## config.mk

```make
export PLATFORM = sky130hd
export DESIGN_NAME = pool_2
export DESIGN_NICKNAME = d
export VERILOG_FILES = /design/src/rtl/pool_2.sv
export SDC_FILE = /design/constraint.sdc
export NUM_CORES = 1
export LEC_CHECK = 0
export BUFFER_PORTS_ARGS = -buffer_cell sky130_fd_sc_hd__buf_2
export CORE_ASPECT_RATIO = 1.5
export CORE_MARGIN = 3
export CORE_UTILIZATION = 40
export CTS_CLUSTER_DIAMETER = 100
export DETAILED_ROUTE_END_ITERATION = 12
export PLACE_DENSITY = 0.58
export REMOVE_ABC_BUFFERS = 1
export SYNTH_ARGS = -nofsm -noshare
export SYNTH_HDL_FRONTEND = slang
export SYNTH_SLANG_ARGS = --single-unit
export TNS_END_PERCENT = 10
```

## constraint.sdc

```tcl
create_clock -name clk -period 3.6 [get_ports clk]
set_input_delay 0.54 -clock clk [delete_from_list [all_inputs] [get_ports clk]]
set_output_delay 0.54 -clock clk [all_outputs]
set_load 0.02 [all_outputs]
```

## src/rtl/pool_2.sv

```systemverilog
//------------------------------------------------------------------------------
// pool_2 -- second 2x2 stride-2 signed max-pooling stage.
//
// Walks the DEEP x IN_SIZE x IN_SIZE feature maps stored at SRC_BASE in the
// shared result BRAM and writes the DEEP x OUT_SIZE x OUT_SIZE pooled maps
// to DST_BASE in the same BRAM. Each window costs 22 enabled cycles:
// 1 check, 4 reads of 4 cycles each, 1 compare, and a 4-cycle write.
//
// Ports:
//   clk                 rising-edge clock
//   rst                 asynchronous, active-low reset
//   pool_2_en           run enable; all state frozen while low (except S_DONE)
//   result_bram_douta   BRAM read data (DATA_SIZE, signed)
//   result_bram_ena     BRAM enable
//   result_bram_wea     BRAM write enable
//   result_bram_addra   BRAM word address (15 bits)
//   result_bram_dina    BRAM write data (pooled maximum)
//   pool_2_finish       high in S_DONE until pool_2_en is dropped
//------------------------------------------------------------------------------
`timescale 1ns/1ps

module pool_2 #(
    parameter int DEEP      = 50,
    parameter int IN_SIZE   = 8,
    parameter int OUT_SIZE  = 4,
    parameter int DATA_SIZE = 8,
    parameter int SRC_BASE  = 14400,
    parameter int DST_BASE  = 17600
) (
    input  logic                 clk,
    input  logic                 rst,
    input  logic                 pool_2_en,
    input  logic [DATA_SIZE-1:0] result_bram_douta,
    output logic                 result_bram_ena,
    output logic                 result_bram_wea,
    output logic [14:0]          result_bram_addra,
    output logic [DATA_SIZE-1:0] result_bram_dina,
    output logic                 pool_2_finish
);

    localparam int CW = $clog2(DEEP + 1);
    localparam int PW = (OUT_SIZE > 2) ? $clog2(OUT_SIZE) : 1;

    typedef enum logic [2:0] {
        S_IDLE,
        S_CHECK,
        S_LOAD,
        S_COMPARE,
        S_STORE,
        S_DONE
    } state_t;

    state_t                r_state;
    state_t                w_state_next;
    logic [CW-1:0]         r_c,     w_c_next;
    logic [PW-1:0]         r_r,     w_r_next;
    logic [PW-1:0]         r_col,   w_col_next;
    logic [1:0]            r_k,     w_k_next;
    logic [1:0]            r_p,     w_p_next;
    logic                  r_ena,   w_ena_next;
    logic                  r_wea,   w_wea_next;
    logic [14:0]           r_addra, w_addra_next;
    logic [DATA_SIZE-1:0]  r_dina,  w_dina_next;
    logic                  r_finish, w_finish_next;

    logic [DATA_SIZE-1:0]  r_window      [0:3];
    logic [DATA_SIZE-1:0]  w_window_next [0:3];
    logic [DATA_SIZE-1:0]  w_pair_max    [0:1];
    logic [DATA_SIZE-1:0]  w_max;
    logic                  w_capture;
    logic [14:0]           w_src_addr;
    logic [14:0]           w_dst_addr;

    // Window element k sits at row 2r + k/2, column 2col + k%2 of channel c.
    assign w_src_addr = 15'(SRC_BASE + int'(r_c) * IN_SIZE * IN_SIZE
                            + (2 * int'(r_r) + int'(r_k[1])) * IN_SIZE
                            + 2 * int'(r_col) + int'(r_k[0]));

    assign w_dst_addr = 15'(DST_BASE + int'(r_c) * OUT_SIZE * OUT_SIZE
                            + int'(r_r) * OUT_SIZE + int'(r_col));

    // Read data is taken on the fourth cycle of each element's read.
    assign w_capture = pool_2_en && (r_state == S_LOAD) && (r_p == 2'd3);

    genvar gi;
    generate
        for (gi = 0; gi < 4; gi++) begin : g_window
            assign w_window_next[gi] = (w_capture && (r_k == 2'(gi)))
                                     ? result_bram_douta : r_window[gi];
        end
        // Two-level signed max tree; ties pick either operand (same bits).
        for (gi = 0; gi < 2; gi++) begin : g_pair
            assign w_pair_max[gi] =
                ($signed(r_window[2*gi]) >= $signed(r_window[2*gi+1]))
                ? r_window[2*gi] : r_window[2*gi+1];
        end
    endgenerate

    assign w_max = ($signed(w_pair_max[0]) >= $signed(w_pair_max[1]))
                 ? w_pair_max[0] : w_pair_max[1];

    always_comb begin
        w_state_next  = r_state;
        w_c_next      = r_c;
        w_r_next      = r_r;
        w_col_next    = r_col;
        w_k_next      = r_k;
        w_p_next      = r_p;
        w_ena_next    = r_ena;
        w_wea_next    = r_wea;
        w_addra_next  = r_addra;
        w_dina_next   = r_dina;
        w_finish_next = r_finish;

        if (pool_2_en) begin
            case (r_state)
                S_IDLE: begin
                    w_c_next      = '0;
                    w_r_next      = '0;
                    w_col_next    = '0;
                    w_k_next      = 2'd0;
                    w_p_next      = 2'd0;
                    w_finish_next = 1'b0;
                    w_ena_next    = 1'b0;
                    w_wea_next    = 1'b0;
                    w_state_next  = S_CHECK;
                end
                S_CHECK: begin
                    if (r_c == CW'(DEEP)) begin
                        w_ena_next    = 1'b0;
                        w_wea_next    = 1'b0;
                        w_finish_next = 1'b1;
                        w_state_next  = S_DONE;
                    end else begin
                        w_k_next     = 2'd0;
                        w_p_next     = 2'd0;
                        w_state_next = S_LOAD;
                    end
                end
                S_LOAD: begin
                    w_wea_next = 1'b0;
                    case (r_p)
                        2'd0: begin
                            w_ena_next   = 1'b1;
                            w_addra_next = w_src_addr;
                            w_p_next     = 2'd1;
                        end
                        2'd3: begin
                            w_p_next = 2'd0;
                            if (r_k == 2'd3) begin
                                // Drop enable now so it is already low in S_COMPARE.
                                w_ena_next   = 1'b0;
                                w_state_next = S_COMPARE;
                            end else begin
                                w_k_next = r_k + 2'd1;
                            end
                        end
                        default: w_p_next = r_p + 2'd1;
                    endcase
                end
                S_COMPARE: begin
                    w_ena_next   = 1'b0;
                    w_wea_next   = 1'b0;
                    w_p_next     = 2'd0;
                    w_state_next = S_STORE;
                end
                S_STORE: begin
                    case (r_p)
                        2'd0: begin
                            w_ena_next   = 1'b1;
                            w_wea_next   = 1'b1;
                            w_addra_next = w_dst_addr;
                            w_dina_next  = w_max;
                            w_p_next     = 2'd1;
                        end
                        2'd3: begin
                            w_ena_next   = 1'b0;
                            w_wea_next   = 1'b0;
                            w_p_next     = 2'd0;
                            w_state_next = S_CHECK;
                            // Row-major walk, channel outermost.
                            if (r_col == PW'(OUT_SIZE - 1)) begin
                                w_col_next = '0;
                                if (r_r == PW'(OUT_SIZE - 1)) begin
                                    w_r_next = '0;
                                    w_c_next = r_c + CW'(1);
                                end else begin
                                    w_r_next = r_r + PW'(1);
                                end
                            end else begin
                                w_col_next = r_col + PW'(1);
                            end
                        end
                        default: w_p_next = r_p + 2'd1;
                    endcase
                end
                S_DONE: begin
                    w_finish_next = 1'b1;
                end
                default: w_state_next = S_IDLE;
            endcase
        end else if (r_state == S_DONE) begin
            // Dropping the enable after completion re-arms for a fresh run.
            w_finish_next = 1'b0;
            w_state_next  = S_IDLE;
        end
    end

    always_ff @(posedge clk or negedge rst) begin
        if (!rst) begin
            r_state  <= S_IDLE;
            r_c      <= '0;
            r_r      <= '0;
            r_col    <= '0;
            r_k      <= 2'd0;
            r_p      <= 2'd0;
            r_ena    <= 1'b0;
            r_wea    <= 1'b0;
            r_addra  <= '0;
            r_dina   <= '0;
            r_finish <= 1'b0;
            for (int i = 0; i < 4; i++) begin
                r_window[i] <= '0;
            end
        end else begin
            r_state  <= w_state_next;
            r_c      <= w_c_next;
            r_r      <= w_r_next;
            r_col    <= w_col_next;
            r_k      <= w_k_next;
            r_p      <= w_p_next;
            r_ena    <= w_ena_next;
            r_wea    <= w_wea_next;
            r_addra  <= w_addra_next;
            r_dina   <= w_dina_next;
            r_finish <= w_finish_next;
            for (int i = 0; i < 4; i++) begin
                r_window[i] <= w_window_next[i];
            end
        end
    end

    assign result_bram_ena   = r_ena;
    assign result_bram_wea   = r_wea;
    assign result_bram_addra = r_addra;
    assign result_bram_dina  = r_dina;
    assign pool_2_finish     = r_finish;

endmodule

```

# ---- Yosys cells after proc, flatten, opt, wreduce, memory -nomap -nowiden
# Index checks and enable logic that the tools add are counted.
dict set report word_totals {
  ff_bits 75
  inputBits 11
  out_inout_bits 26
  word_cells 131
}
dict set report classes {
  n_addsub 13
  n_lt_le_gt_ge 3
  eq_ne 29
  n_mux 40
  n_reduce_logical 31
}
# operator n
set op_table {}
lappend op_table {{two-way mux 15 bit} 2}
lappend op_table {{case mux 15 bit (2 select lines)} 1}
lappend op_table {{greater-or-equal comparator 8 bit} 3}
lappend op_table {{two-way mux 8 bit} 3}
lappend op_table {{two-way mux 3 bit} 6}
lappend op_table {{two-way mux 6 bit} 3}
lappend op_table {{case mux 3 bit (6 select lines)} 1}
lappend op_table {{two-way mux 2 bit} 8}
lappend op_table {{adder 14 x 12 -> 15 bit, first input constant} 1}
lappend op_table {{adder 15 x 1 -> 15 bit} 1}
lappend op_table {{adder 15 x 10 -> 15 bit, first input constant} 1}
lappend op_table {{adder 15 x 2 -> 15 bit} 1}
lappend op_table {{adder 15 x 3 -> 15 bit} 1}
lappend op_table {{adder 15 x 4 -> 15 bit} 1}
lappend op_table {{adder 15 x 7 -> 15 bit} 1}
lappend op_table {{AND reduction 5 bit} 3}
lappend op_table {{inequality test 2 bit, second input constant} 7}
lappend op_table {{inequality test 3 x 2 -> 1 bit, second input constant} 4}
lappend op_table {{case mux 2 bit (2 select lines)} 3}
lappend op_table {{case mux 2 bit (3 select lines)} 2}
lappend op_table {{case mux 6 bit (2 select lines)} 1}
lappend op_table {{AND reduction 3 bit} 4}
lappend op_table {{AND reduction 4 bit} 3}
lappend op_table {{nonzero test 3 bit} 4}
lappend op_table {{other kinds (24)} 51}

# ---- Longest topological paths before layout
# Gate-level depths: netlist of the first run.
dict set report depth {
  word_depth 6
  ltp_mapped 15
  depth_no_buf 13
}

# ---- Least setup slack after synthesis of the first run
# OpenSTA, ideal clock, no wires.
dict set report synth_path {
  path_kind {reg-to-reg}
  from {register r_window[15] (netlist name)}
  to {register r_dina[6], in the netlist result_bram_dina[6]}
  setup_ns 0.090
  arrival_time_ns 3.342
  t_required_ns 3.510
  setup_slack_ns 0.168
  stages_incl_launch_ff 15
  n_path_buf 3
  period_less_slack_ns 3.432
  path_cell_list {dfrtp_1 -> ha_1 -> and4_1 -> clkbuf_1 -> a21bo_2 -> clkbuf_1 -> a211oi_1 -> inv_1 -> ha_1 -> or3b_2 -> o2111ai_1 -> a31oi_1 -> or3_1 -> buf_2 -> o221ai_1}
}
dict set report synth_via {
  elab_chain_len 4
}
# element line_no
set synth_rtl {}
lappend synth_rtl {{from (decl)} 66} ;# logic [DATA_SIZE-1:0] r_window [0:3];
lappend synth_rtl {{from (signal, indexed assignment)} 238} ;# r_window[i] <= w_window_next[i];
lappend synth_rtl {{greater-or-equal comparator 8 bit} 94} ;# ($signed(r_window[2*gi]) >= $signed(r_window[2*gi+1]))
lappend synth_rtl {{two-way mux 8 bit *} 95} ;# ? r_window[2*gi] : r_window[2*gi+1];
lappend synth_rtl {{greater-or-equal comparator 8 bit} 99} ;# assign w_max = ($signed(w_pair_max[0]) >= $signed(w_pair_max[1]))
lappend synth_rtl {{two-way mux 8 bit *} 100} ;# ? w_pair_max[0] : w_pair_max[1];
lappend synth_rtl {{to (signal assigned)} 235} ;# r_dina <= w_dina_next;
lappend synth_rtl {{to (decl)} 63} ;# logic [DATA_SIZE-1:0] r_dina, w_dina_next;
# Every way passes the cells marked *; elsewhere a longest branch is shown, timed or not.
# A chain may end at the register's enable or synchronous reset.

# ---- Worst setup path in the final report of the first run
dict set report layout_path {
  from {register r_window[29] (netlist name)}
  to {register r_dina[7], in the netlist result_bram_dina[7]}
}
# Same word-level chain as after synthesis.

==> metrics.yaml, run 1 <==
setup_path:
  arrival_ns: 3.71
  reg2reg_from: "r_window[29]"
  crit_path_start_kind: "register"
  cp-end-kind: "register"
  worstPathRequired_ns: 3.84
  cp_max_fo: 8
  path_class: "register to register"
  startpoint: "r_window[29]"
sta:
  hold_viol_final: 0
  finalSetupViolations: 0
  slew_headroom_pct: 34.9
  whs_ns: 0.350
  fin_ws_ns: 0.135
  final.setup.tns_ns: 0
  fin_crit_ns: 3.46
  max_freq_mhz: 289
  period_share_pct: 96.2
  finClkSkew_ns: 0.00680
  max_slew.worst_pin.slew_ns: 0.977
  finalMaxSlewViolations: 0
synth:
  synthesis.area_um2: 4710
  yosysUniqueCellTypes: 56
  synth_warnings: 0
  synth_edf_count: 0
  ys_seq_area_share_pct: 39.8
  synthArstFlopShare_pct: 100
  synthCells: 510
  ys_seq_elements: 75
  syn_area_per_cell_um2: 9.24
  ys.flop_type: "dfrtp_1"
grt:
  grt_usage_pct: 18.4
  grt_overflow: 0
  grt_antenna_before_repair: 0
  grt_pass1_vias: 3865
  grt_pass1_wl_um: 19000
  grt_max_degree: 76
cts:
  cts_tree: "yes"
  htree_levels: 3
  cts_sinks: 75
  cts_buffer_depth: 2
  clk_pin_slew_ns: 0.06
  postCtsHoldBufs: 0
  cts_inserted_buffers: 9
  insertion_delay_ns: 0.33
  clock-root-buffer: "clkbuf_16"
run_status:
  status: "finished, final reports clean"
place:
  dp_slack_ns: -0.0519
  port_buffers: 36
  hpwl_um: 8660
  place_congestion: 0.830
pwr:
  leakagePower_nw: 2.73
  ir_drop_mv: 0.408
  power_mw: 3.47
  p_per_area_nw_per_um2: 625
detailed_routing:
  wl_um: 11600
  ant_nets: 0
  via_count: 3933
  avgViaCountPerCell: 5.55
  wl_per_cell_um: 16.3
  drt-initial-drc-count: 146
  drt_drc_violations_left: 0
  dr.pass1.iters: 4
run:
  cap_violations: 0
floorplanning:
  die_area_um2: 13100
  initial_core_util_pct: 41.7
  rows: 47
  core_um2: 11300
  pin_count: 37
  die_x_um: 94.6
  die_y_um: 139
cells_and_area:
  drive_gt1_share_pct: 23.8
  fillCellCount: 1092
  syn_to_final_growth_pct: 18.0
  antenna_cells: 0
  nets: 605
min_path:
  hold_path_class: "primary input to asynchronous set/reset pin"
[per-stage QoR]
step                utilization, %  area [um^2]  instances
detailed placement            45.4         5130        687
global route                  49.2         5560        709
CTS                           48.3         5450        703
finish                        49.2         5560        709
floorplan                        -         4610        484
global placement              45.4         5130        687
[power by group]
group / switching, mW / internal, mW / total (mW)
Clock: 0.344 / 0.626 / 0.970
Combinational: 0.793 / 0.507 / 1.30
Sequential: 0.195 / 1.01 / 1.20
[worst paths after layout]
check                      slack, ns                    to  cells past startpoint
max                             0.14   result_bram_dina[7]                     12
min                             0.35          r_window[18]                      1
max reg2reg                     0.14   result_bram_dina[7]                     12
min reg2reg                     0.47  result_bram_addra[8]                      2
max in group asynchronous       2.60                r_k[1]                      1
min in group clk                0.47  result_bram_addra[8]                      2
[registers in the layout, summed over array words and instances, names as in the netlist]
register           cells
r_window              32
result_bram_addra     15
result_bram_dina       8
r_c                    6
r_state                3
r_col                  2
r_k                    2
r_p                    2
r_r                    2
pool_2_finish          1
result_bram_ena        1
result_bram_wea        1
[Yosys cell counts (all sizes together), types with 4 or more instances]
| library cell | instances | share of area (%) |
|---|---|---|
| a211oi | 18 | 2.9 |
| a21o | 5 | 0.80 |
| a21oi | 48 | 5.1 |
| a31oi | 8 | 1.1 |
| and3 | 19 | 2.5 |
| clkbuf | 24 | 1.9 |
| dfrtp | 75 | 40 |
| ha | 37 | 9.8 |
| inv | 37 | 2.9 |
| mux2 | 33 | 7.9 |
| nand2 | 65 | 5.8 |
| nand2b | 6 | 0.80 |
| nand3 | 10 | 1.2 |
| nor2 | 26 | 2.2 |
| nor2b | 4 | 0.53 |
| nor3 | 4 | 0.66 |
| o21ai | 29 | 3.1 |
| o221ai | 8 | 1.5 |
| o31ai | 6 | 1.2 |
[final cells by class]
type	instances	area (um^2)	share of cell area, %
flip-flops and latches	75	1880	33.8
well taps	147	184	3.31
inverters	37	139	2.50
multi-input cells	373	2670	48.0
repair buffers	61	370	6.66
clock buffers	12	246	4.43
clock inverters	4	73.8	1.33
[layer usage]
layer	track usage [%]	wire [um]
met2	32.4	6200
met1	20.8	4660
met5	0	0
met3	3.20	341
met4	9.20	393
[cells by family after synthesis]
| logic type | count (synthesis) | synth area share [%] |
|---|---|---|
| buffers and inverters | 63 | 5.10 |
| AOI/OAI and AO/OA | 148 | 20.3 |
| DFF | 75 | 39.8 |
| adders and majority gates | 37 | 9.82 |
| and+or+nand+nor | 149 | 16.1 |
| xor gates and xnor gates | 4 | 0.744 |
| muxes | 34 | 8.10 |
[cell usage in the layout, fill, tap and decap left out, types with 4 or more instances in the layout]
cell type and count:
dfrtp_1 75, nand2_1 61, a21oi_1 45, ha_1 37, inv_1 36, buf_2 35, mux2_2 32, buf_4 26
nor2_1 25, o21ai_0 25, and3_1 19, a211oi_1 14, nand3_1 9, clkbuf_16 9, a31oi_1 8, nand2b_1 6
o221ai_1 6, a21o_1 5, nor2b_1 4, a211oi_2 4, nand2_4 4, o31ai_1 4
[worst max-delay path, cell delays in order (launching register included)]
cell and delay [ns]:
dfrtp_1 0.41, ha_1 0.32, a21oi_2 0.08, o211ai_1 0.36, a21boi_0 0.17, a211oi_1 0.25, buf_4 0.16, ha_1 0.22
or3b_2 0.46, o2111ai_1 0.14, a31oi_1 0.14, or3_4 0.47, o221ai_1 0.19
[what timing repair did]
action / CTS / global route
endpoints found under the hold margin: 0 / 0
resized for setup: 1 / 14
gates cloned: 0 / 1
endpoints found under the setup margin: 8 / 8
buffers inserted: 0 / 5
pin swaps: 0 / 6
Power figures use the tool's default switching activity.
==> run 2, diff against run 1 <==
--- a/config.mk
+++ b/config.mk
@@ -11,7 +11,7 @@
 export CORE_UTILIZATION = 40
 export CTS_CLUSTER_DIAMETER = 100
 export DETAILED_ROUTE_END_ITERATION = 12
-export PLACE_DENSITY = 0.58
+export PLACE_DENSITY = 0.64
 export REMOVE_ABC_BUFFERS = 1
 export SYNTH_ARGS = -nofsm -noshare
 export SYNTH_HDL_FRONTEND = slang
==> run 2 against run 1 <==
Against the previous run: worst hold slack got worse by 0.00060 ns; final area is 1.7% lower; largest power group unchanged; clock power fell by 13%; critical path type unchanged; worst setup slack gained 0.049 ns; non-clock buffer count shrank 5; global-route usage up 0.066 points; flip-flop and latch count did not move.
==> metrics.yaml, run 2 (synthesis results as in run 1) <==
pwr:
  p_per_area_nw_per_um2: 601  # -3.8%
  ir_drop_mv: 0.444  # +8.9%
  leakagePower_nw: 2.68  # -1.9%
run_status:
  status: "finished, final reports clean"
cts:
  clk_pin_slew_ns: 0.06  # about the same
  htree_levels: 3  # unchanged
  cts_buffer_depth: 2  # unchanged
  cts_tree: "yes"
  cts_inserted_buffers: 9  # unchanged
  postCtsHoldBufs: 0  # unchanged
  cts_sinks: 75  # unchanged
  insertion_delay_ns: 0.34  # about the same
  clock-root-buffer: "clkbuf_16"
detailed_routing:
  via_count: 3919  # -0.36%
  wl_per_cell_um: 16.3  # -0.41%
  wl_um: 11400  # -1.3%
  avgViaCountPerCell: 5.57  # +0.49%
  drt_drc_violations_left: 0  # unchanged
  ant_nets: 0  # unchanged
  dr.pass1.iters: 5  # +1
  drt-initial-drc-count: 118  # -19%
cells_and_area:
  final_cells: 703  # -0.85%
  regMostFlops: "r_window"
  drive_gt1_share_pct: 23.6  # -0.28 points
  fillCellCount: 1118  # +2.4%
  syn_to_final_growth_pct: 16.0
  multi_input_area_um2: 2660  # -0.42%
  fin_util_pct: 48.4  # -0.82 points
  regArea_um2: 1880  # unchanged
  nets: 599  # -0.99%
  antenna_cells: 0  # unchanged
  largest_reg_flops: 32  # unchanged
  layout_common_cells: "dfrtp_1 (75), nand2_1 (61), a21oi_1 (48), ha_1 (37), inv_1 (36)"
  mostFrequentLayoutCell: "dfrtp_1"
setup_path:
  cp_max_fo: 8  # unchanged
  startpoint: "r_window[25]"
  reg2regPathDepth: 13  # +1
  path_class: "register to register"
  arrival_ns: 3.66  # -0.05 ns
  reg2reg_from: "r_window[25]"
  cp-end-kind: "register"
  worstPathRequired_ns: 3.84  # about the same
  crit_path_start_kind: "register"
  r2r_setup_slack_ns: 0.18  # +0.05 ns
  r2r-end: "result_bram_dina[1]"
min_path:
  hold_path_class: "primary input to asynchronous set/reset pin"
place:
  port_buffers: 36  # unchanged
  dp.cells: 686  # -0.15%
  hpwl_um: 8720  # +0.73%
  place_congestion: 0.904  # +8.9%
sta:
  finClkSkew_ns: 0.00713  # +0.000325 ns
  fin_crit_ns: 3.42  # -0.0491 ns
  period_share_pct: 94.9  # -1.4 points
  slew_headroom_pct: 36.6  # +1.7 points
  hold_viol_final: 0  # unchanged
  finalMaxSlewViolations: 0  # unchanged
  max_slew.worst_pin.slew_ns: 0.952  # -0.0251 ns
  max_freq_mhz: 293  # +1.4%
  finalSetupViolations: 0  # unchanged
floorplanning:
  rows: 47  # unchanged
  die_x_um: 94.6  # unchanged
  initial_core_util_pct: 41.7  # unchanged
  pin_count: 37  # unchanged
  die_y_um: 139  # unchanged
  die_area_um2: 13100  # unchanged
  core_um2: 11300  # unchanged
grt:
  grt_usage_pct: 18.5  # +0.066 points
  grt_pass1_wl_um: 19200  # +0.91%
  grt_antenna_before_repair: 0  # unchanged
  grt_overflow: 0  # unchanged
  grt_max_degree: 76  # unchanged
  grt_pass1_vias: 3941  # +2.0%
run:
  cap_violations: 0  # unchanged
-- run 2: cell types whose count changed in the layout (fill, tap and decap cells not counted), moves of 3 or more --
cell / previous run / this run
a21oi_1: 45 / 48
inv_6: 0 / 3
a21oi_2: 3 / 0
buf_4: 26 / 21
-- run 2: worst max path at each step --
| stage | endpoint | slack, ns | cells after the start |
|---|---|---|---|
| 6_report | result_bram_dina[1] | 0.18 | 13 |
| 5_1_grt | result_bram_dina[0] | -0.02 | 13 |
| 4_1_cts | result_bram_dina[3] | 0.07 | 13 |
| 3_5_place_dp | result_bram_dina[3] | 0.003 | 13 |
| 3_3_place_gp | result_bram_dina[1] | 0.13 | 13 |
| 2_1_floorplan | result_bram_dina[0] | -0.01 | 12 |
-- run 2: area by class of cell --
cell class	count	share of cell area, %
Multi-Input combinational cell	372	48.6
Timing Repair Buffer	56	6.09
Clock inverter	7	0.938
Clock buffer	9	4.12
Tap cell	147	3.36
Sequential cell	75	34.3
Inverter	37	2.54
-- run 2: critical path, stage by stage (launching register included) --
cell       delay (ns)
dfrtp_1          0.42
ha_1             0.30
nor2b_1          0.14
o31ai_2          0.32
a21oi_1          0.13
a211oi_2         0.27
buf_4            0.16
inv_1            0.04
ha_1             0.19
or3b_2           0.43
o2111ai_1        0.12
a31oi_1          0.13
or3_4            0.47
o221ai_1         0.20
-- run 2: timing repair --
item / 4_1_cts / 5_1_grt
setup buffers: 0 / 1
endpoints found under the setup margin: 1 / 8
pin swaps: 0 / 2
resized for setup: 1 / 12
-- run 2: power by group --
group / total, mW / switching [mW] / internal (mW)
registers: 1.20 / 0.191 / 1.01
clock network: 0.842 / 0.371 / 0.471
logic: 1.24 / 0.777 / 0.465
-- run 2: layer usage --
metal	vias up	track usage, %	share of wire (%)
met5	-	0	0
met4	0	8.29	3.6
met3	21	3.20	2.8
met1	1907	20.7	40
li1	1922	-	-
met2	69	33.2	53
-- run 2: per-stage QoR --
step	TNS (ns)	hold WS, ns	total power [mW]	instance area (um^2)	worst slack, ns
2_1_floorplan	-0.108	0.244	2.00	4610	-0.0135
3_3_place_gp	0	0.458	2.41	5120	0.127
3_5_place_dp	0	0.467	2.44	5120	0.00335
4_1_cts	0	0.407	3.30	5400	0.0688
6_report	0	0.349	3.29	5470	0.184
5_1_grt	-0.0429	0.427	3.52	5470	-0.0239
==> run 3, diff against run 2 <==
--- a/config.mk
+++ b/config.mk
@@ -10,10 +10,11 @@
 export CORE_MARGIN = 3
 export CORE_UTILIZATION = 40
 export CTS_CLUSTER_DIAMETER = 100
+export CTS_CLUSTER_SIZE = 25
 export DETAILED_ROUTE_END_ITERATION = 12
 export PLACE_DENSITY = 0.64
 export REMOVE_ABC_BUFFERS = 1
 export SYNTH_ARGS = -nofsm -noshare
 export SYNTH_HDL_FRONTEND = slang
 export SYNTH_SLANG_ARGS = --single-unit
-export TNS_END_PERCENT = 10
+export TNS_END_PERCENT = 50
==> constraint.sdc (replaced) <==
create_clock -name clk -period 2.9 [get_ports clk]
set_input_delay 0.435 -clock clk [delete_from_list [all_inputs] [get_ports clk]]
set_output_delay 0.435 -clock clk [all_outputs]
set_load 0.02 [all_outputs]
==> run 3 against run 2 <==
Against the previous run: the run now ends with setup timing left; clock power is 38% higher; fmax is 7.2% higher; clock-buffer cell count stayed put; register-to-register slack worse by 0.47 ns; via count is 8.9% higher; sequential power is 23% higher; final area is 21% higher; clock skew is 0.0038 ns higher; total power is 42% higher; worst setup slack worse by 0.47 ns; critical path type unchanged; critical endpoint is now result_bram_dina[2]; largest cell class unchanged; highest routed layer unchanged.
==> metrics.yaml, run 3 (synthesis results as in run 1) <==
run_status:
  status: "finished, violations left"
  failed_checks: "setup timing"
cts:
  cts_inserted_buffers: 9  # unchanged
  htree_levels: 3  # unchanged
  cts_buffer_depth: 2  # unchanged
  postCtsHoldBufs: 0  # unchanged
  cts_tree: "yes"
  clock-root-buffer: "clkbuf_16"
  cts_sinks: 75  # unchanged
  insertion_delay_ns: 0.34  # about the same
  clk_pin_slew_ns: 0.06  # about the same
grt:
  grt_overflow: 0  # unchanged
  grt_pass1_wl_um: 20400  # +6.6%
  grt_pass1_vias: 4262  # +8.1%
  grt_antenna_before_repair: 0  # unchanged
  grt_usage_pct: 19.5  # +1.1 points
  grt_max_degree: 76  # unchanged
place:
  placed_area_um2: 5530  # +8.1%
  dp_slack_ns: -0.666  # -0.669 ns
  place_congestion: 0.837  # -7.5%
  port_buffers: 36  # unchanged
  dp.cells: 741  # +8.0%
  hpwl_um: 8820  # +1.2%
detailed_routing:
  drt-initial-drc-count: 141  # +19%
  wl_um: 13000  # +14%
  avgViaCountPerCell: 5.46  # -2.0%
  drt_drc_violations_left: 0  # unchanged
  ant_nets: 0  # unchanged
  dr.pass1.iters: 4  # -1
  via_count: 4268  # +8.9%
  wl_per_cell_um: 16.6  # +2.2%
floorplanning:
  initial_core_util_pct: 41.7  # unchanged
  die_y_um: 139  # unchanged
  rows: 47  # unchanged
  die_area_um2: 13100  # unchanged
  pin_count: 37  # unchanged
  core_um2: 11300  # unchanged
  die_x_um: 94.6  # unchanged
sta:
  finalSetupViolations: 8  # +8
  hold_viol_final: 0  # unchanged
  fin_crit_ns: 3.19  # -0.228 ns
  final.setup.tns_ns: -2.07  # -2.07 ns
  rsz0062_at_grt: "yes"
  period_share_pct: 110  # +15 points
  slew_headroom_pct: 36.3  # -0.30 points
  max_freq_mhz: 314  # +7.2%
  finClkSkew_ns: 0.0109  # +0.00382 ns
  fin_ws_ns: -0.288  # -0.472 ns
  finalMaxSlewViolations: 0  # unchanged
  max_slew.worst_pin.slew_ns: 0.956  # +0.00450 ns
cells_and_area:
  antenna_cells: 0  # unchanged
  nets: 677  # +13%
  mostFrequentLayoutCell: "buf_4"
  largest_reg_flops: 32  # unchanged
  drive_gt1_share_pct: 44.2  # +21 points
  design_area_um2: 6620  # +21%
  regMostFlops: "r_window"
  final_cells: 781  # +11%
  syn_to_final_growth_pct: 40.5
  fin_util_pct: 58.6  # +10 points
  layout_common_cells: "buf_4 (91), dfrtp_1 (75), nand2_1 (61), a21oi_1 (39), buf_2 (36)"
setup_path:
  reg2reg_from: "r_window[25]"
  arrival_ns: 3.44  # -0.22 ns
  r2r-end: "result_bram_dina[2]"
  cp-end-kind: "register"
  cp_max_fo: 8  # unchanged
  worstPathRequired_ns: 3.15  # -0.69 ns
  reg2regPathDepth: 13  # unchanged
  r2r_setup_slack_ns: -0.29  # -0.47 ns
  crit_path_start_kind: "register"
  path_class: "register to register"
pwr:
  p_per_area_nw_per_um2: 705  # +17%
  leakagePower_nw: 3.15  # +18%
  ir_drop_mv: 0.554  # +25%
run:
  cap_violations: 0  # unchanged
min_path:
  hold_path_class: "primary input to asynchronous set/reset pin"
## run 3: changes by cell type in the layout (fill, tap and decap cells not counted), sizes merged
cell	previous run	this run
clkinv	2	0
buf	56	134
inv	40	41
bufinv	0	1
## run 3: worst max path at each step
| stage | start | to | slack (ns) | depth (start not counted) |
|---|---|---|---|---|
| floorplan | r_window[13] | result_bram_dina[0] | -0.71 | 12 |
| global placement | r_window[21] | result_bram_dina[6] | -0.56 | 14 |
| detailed placement | r_window[21] | result_bram_dina[2] | -0.67 | 14 |
| CTS | r_window[25] | result_bram_dina[2] | -0.16 | 12 |
| global route | r_window[1] | result_bram_dina[2] | -0.42 | 13 |
| finish | r_window[25] | result_bram_dina[2] | -0.29 | 13 |
## run 3: stage by stage
stage	total power [mW]	hold WS [ns]
2_1_floorplan	2.48	0.139
3_3_place_gp	3.07	0.459
3_5_place_dp	3.12	0.465
4_1_cts	4.50	0.289
5_1_grt	4.95	0.312
6_report	4.67	0.224
## run 3: critical path: stages, from the launching register on
cell and delay [ns]:
dfrtp_1 0.42, ha_4 0.29, and3_4 0.19, o21ai_4 0.08, a21bo_4 0.26, a211oi_4 0.27
buf_4 0.16, inv_2 0.04, ha_4 0.15, or3b_4 0.38, o2111ai_4 0.09, a31oi_4 0.12
or3_4 0.47, o221ai_2 0.18
## run 3: cell type report
| cell class | instances | area, um^2 |
|---|---|---|
| flip-flops and latches | 75 | 1880 |
| fillers | 951 | 4670 |
| inverters | 37 | 141 |
| well taps | 147 | 184 |
| multi-input cells | 372 | 3170 |
| clock buffers | 9 | 225 |
| clock inverters | 7 | 82.6 |
| repair buffers | 134 | 942 |
## run 3: metal layers
layer  global-route usage, %  vias to the layer above  share of wire, %
li1                        -                     2073                 -
met1                    21.2                     2081                38
met2                    36.7                       88                56
met3                    3.09                       26               2.9
met4                    7.60                        0               2.8
met5                       0                        -                 0
## run 3: timing repair
item                                    in CTS  in global routing
setup buffers                               16                  8
endpoints found under the setup margin       8                  8
pin swaps                                   31                 21
gates cloned                                 0                  1
gates resized for setup                     74                 39
## run 3: where the power goes
part | total (mW) | switching (mW) | internal [mW]
clock network | 1.16 | 0.476 | 0.681
logic | 2.03 | 1.16 | 0.871
registers | 1.48 | 0.224 | 1.25
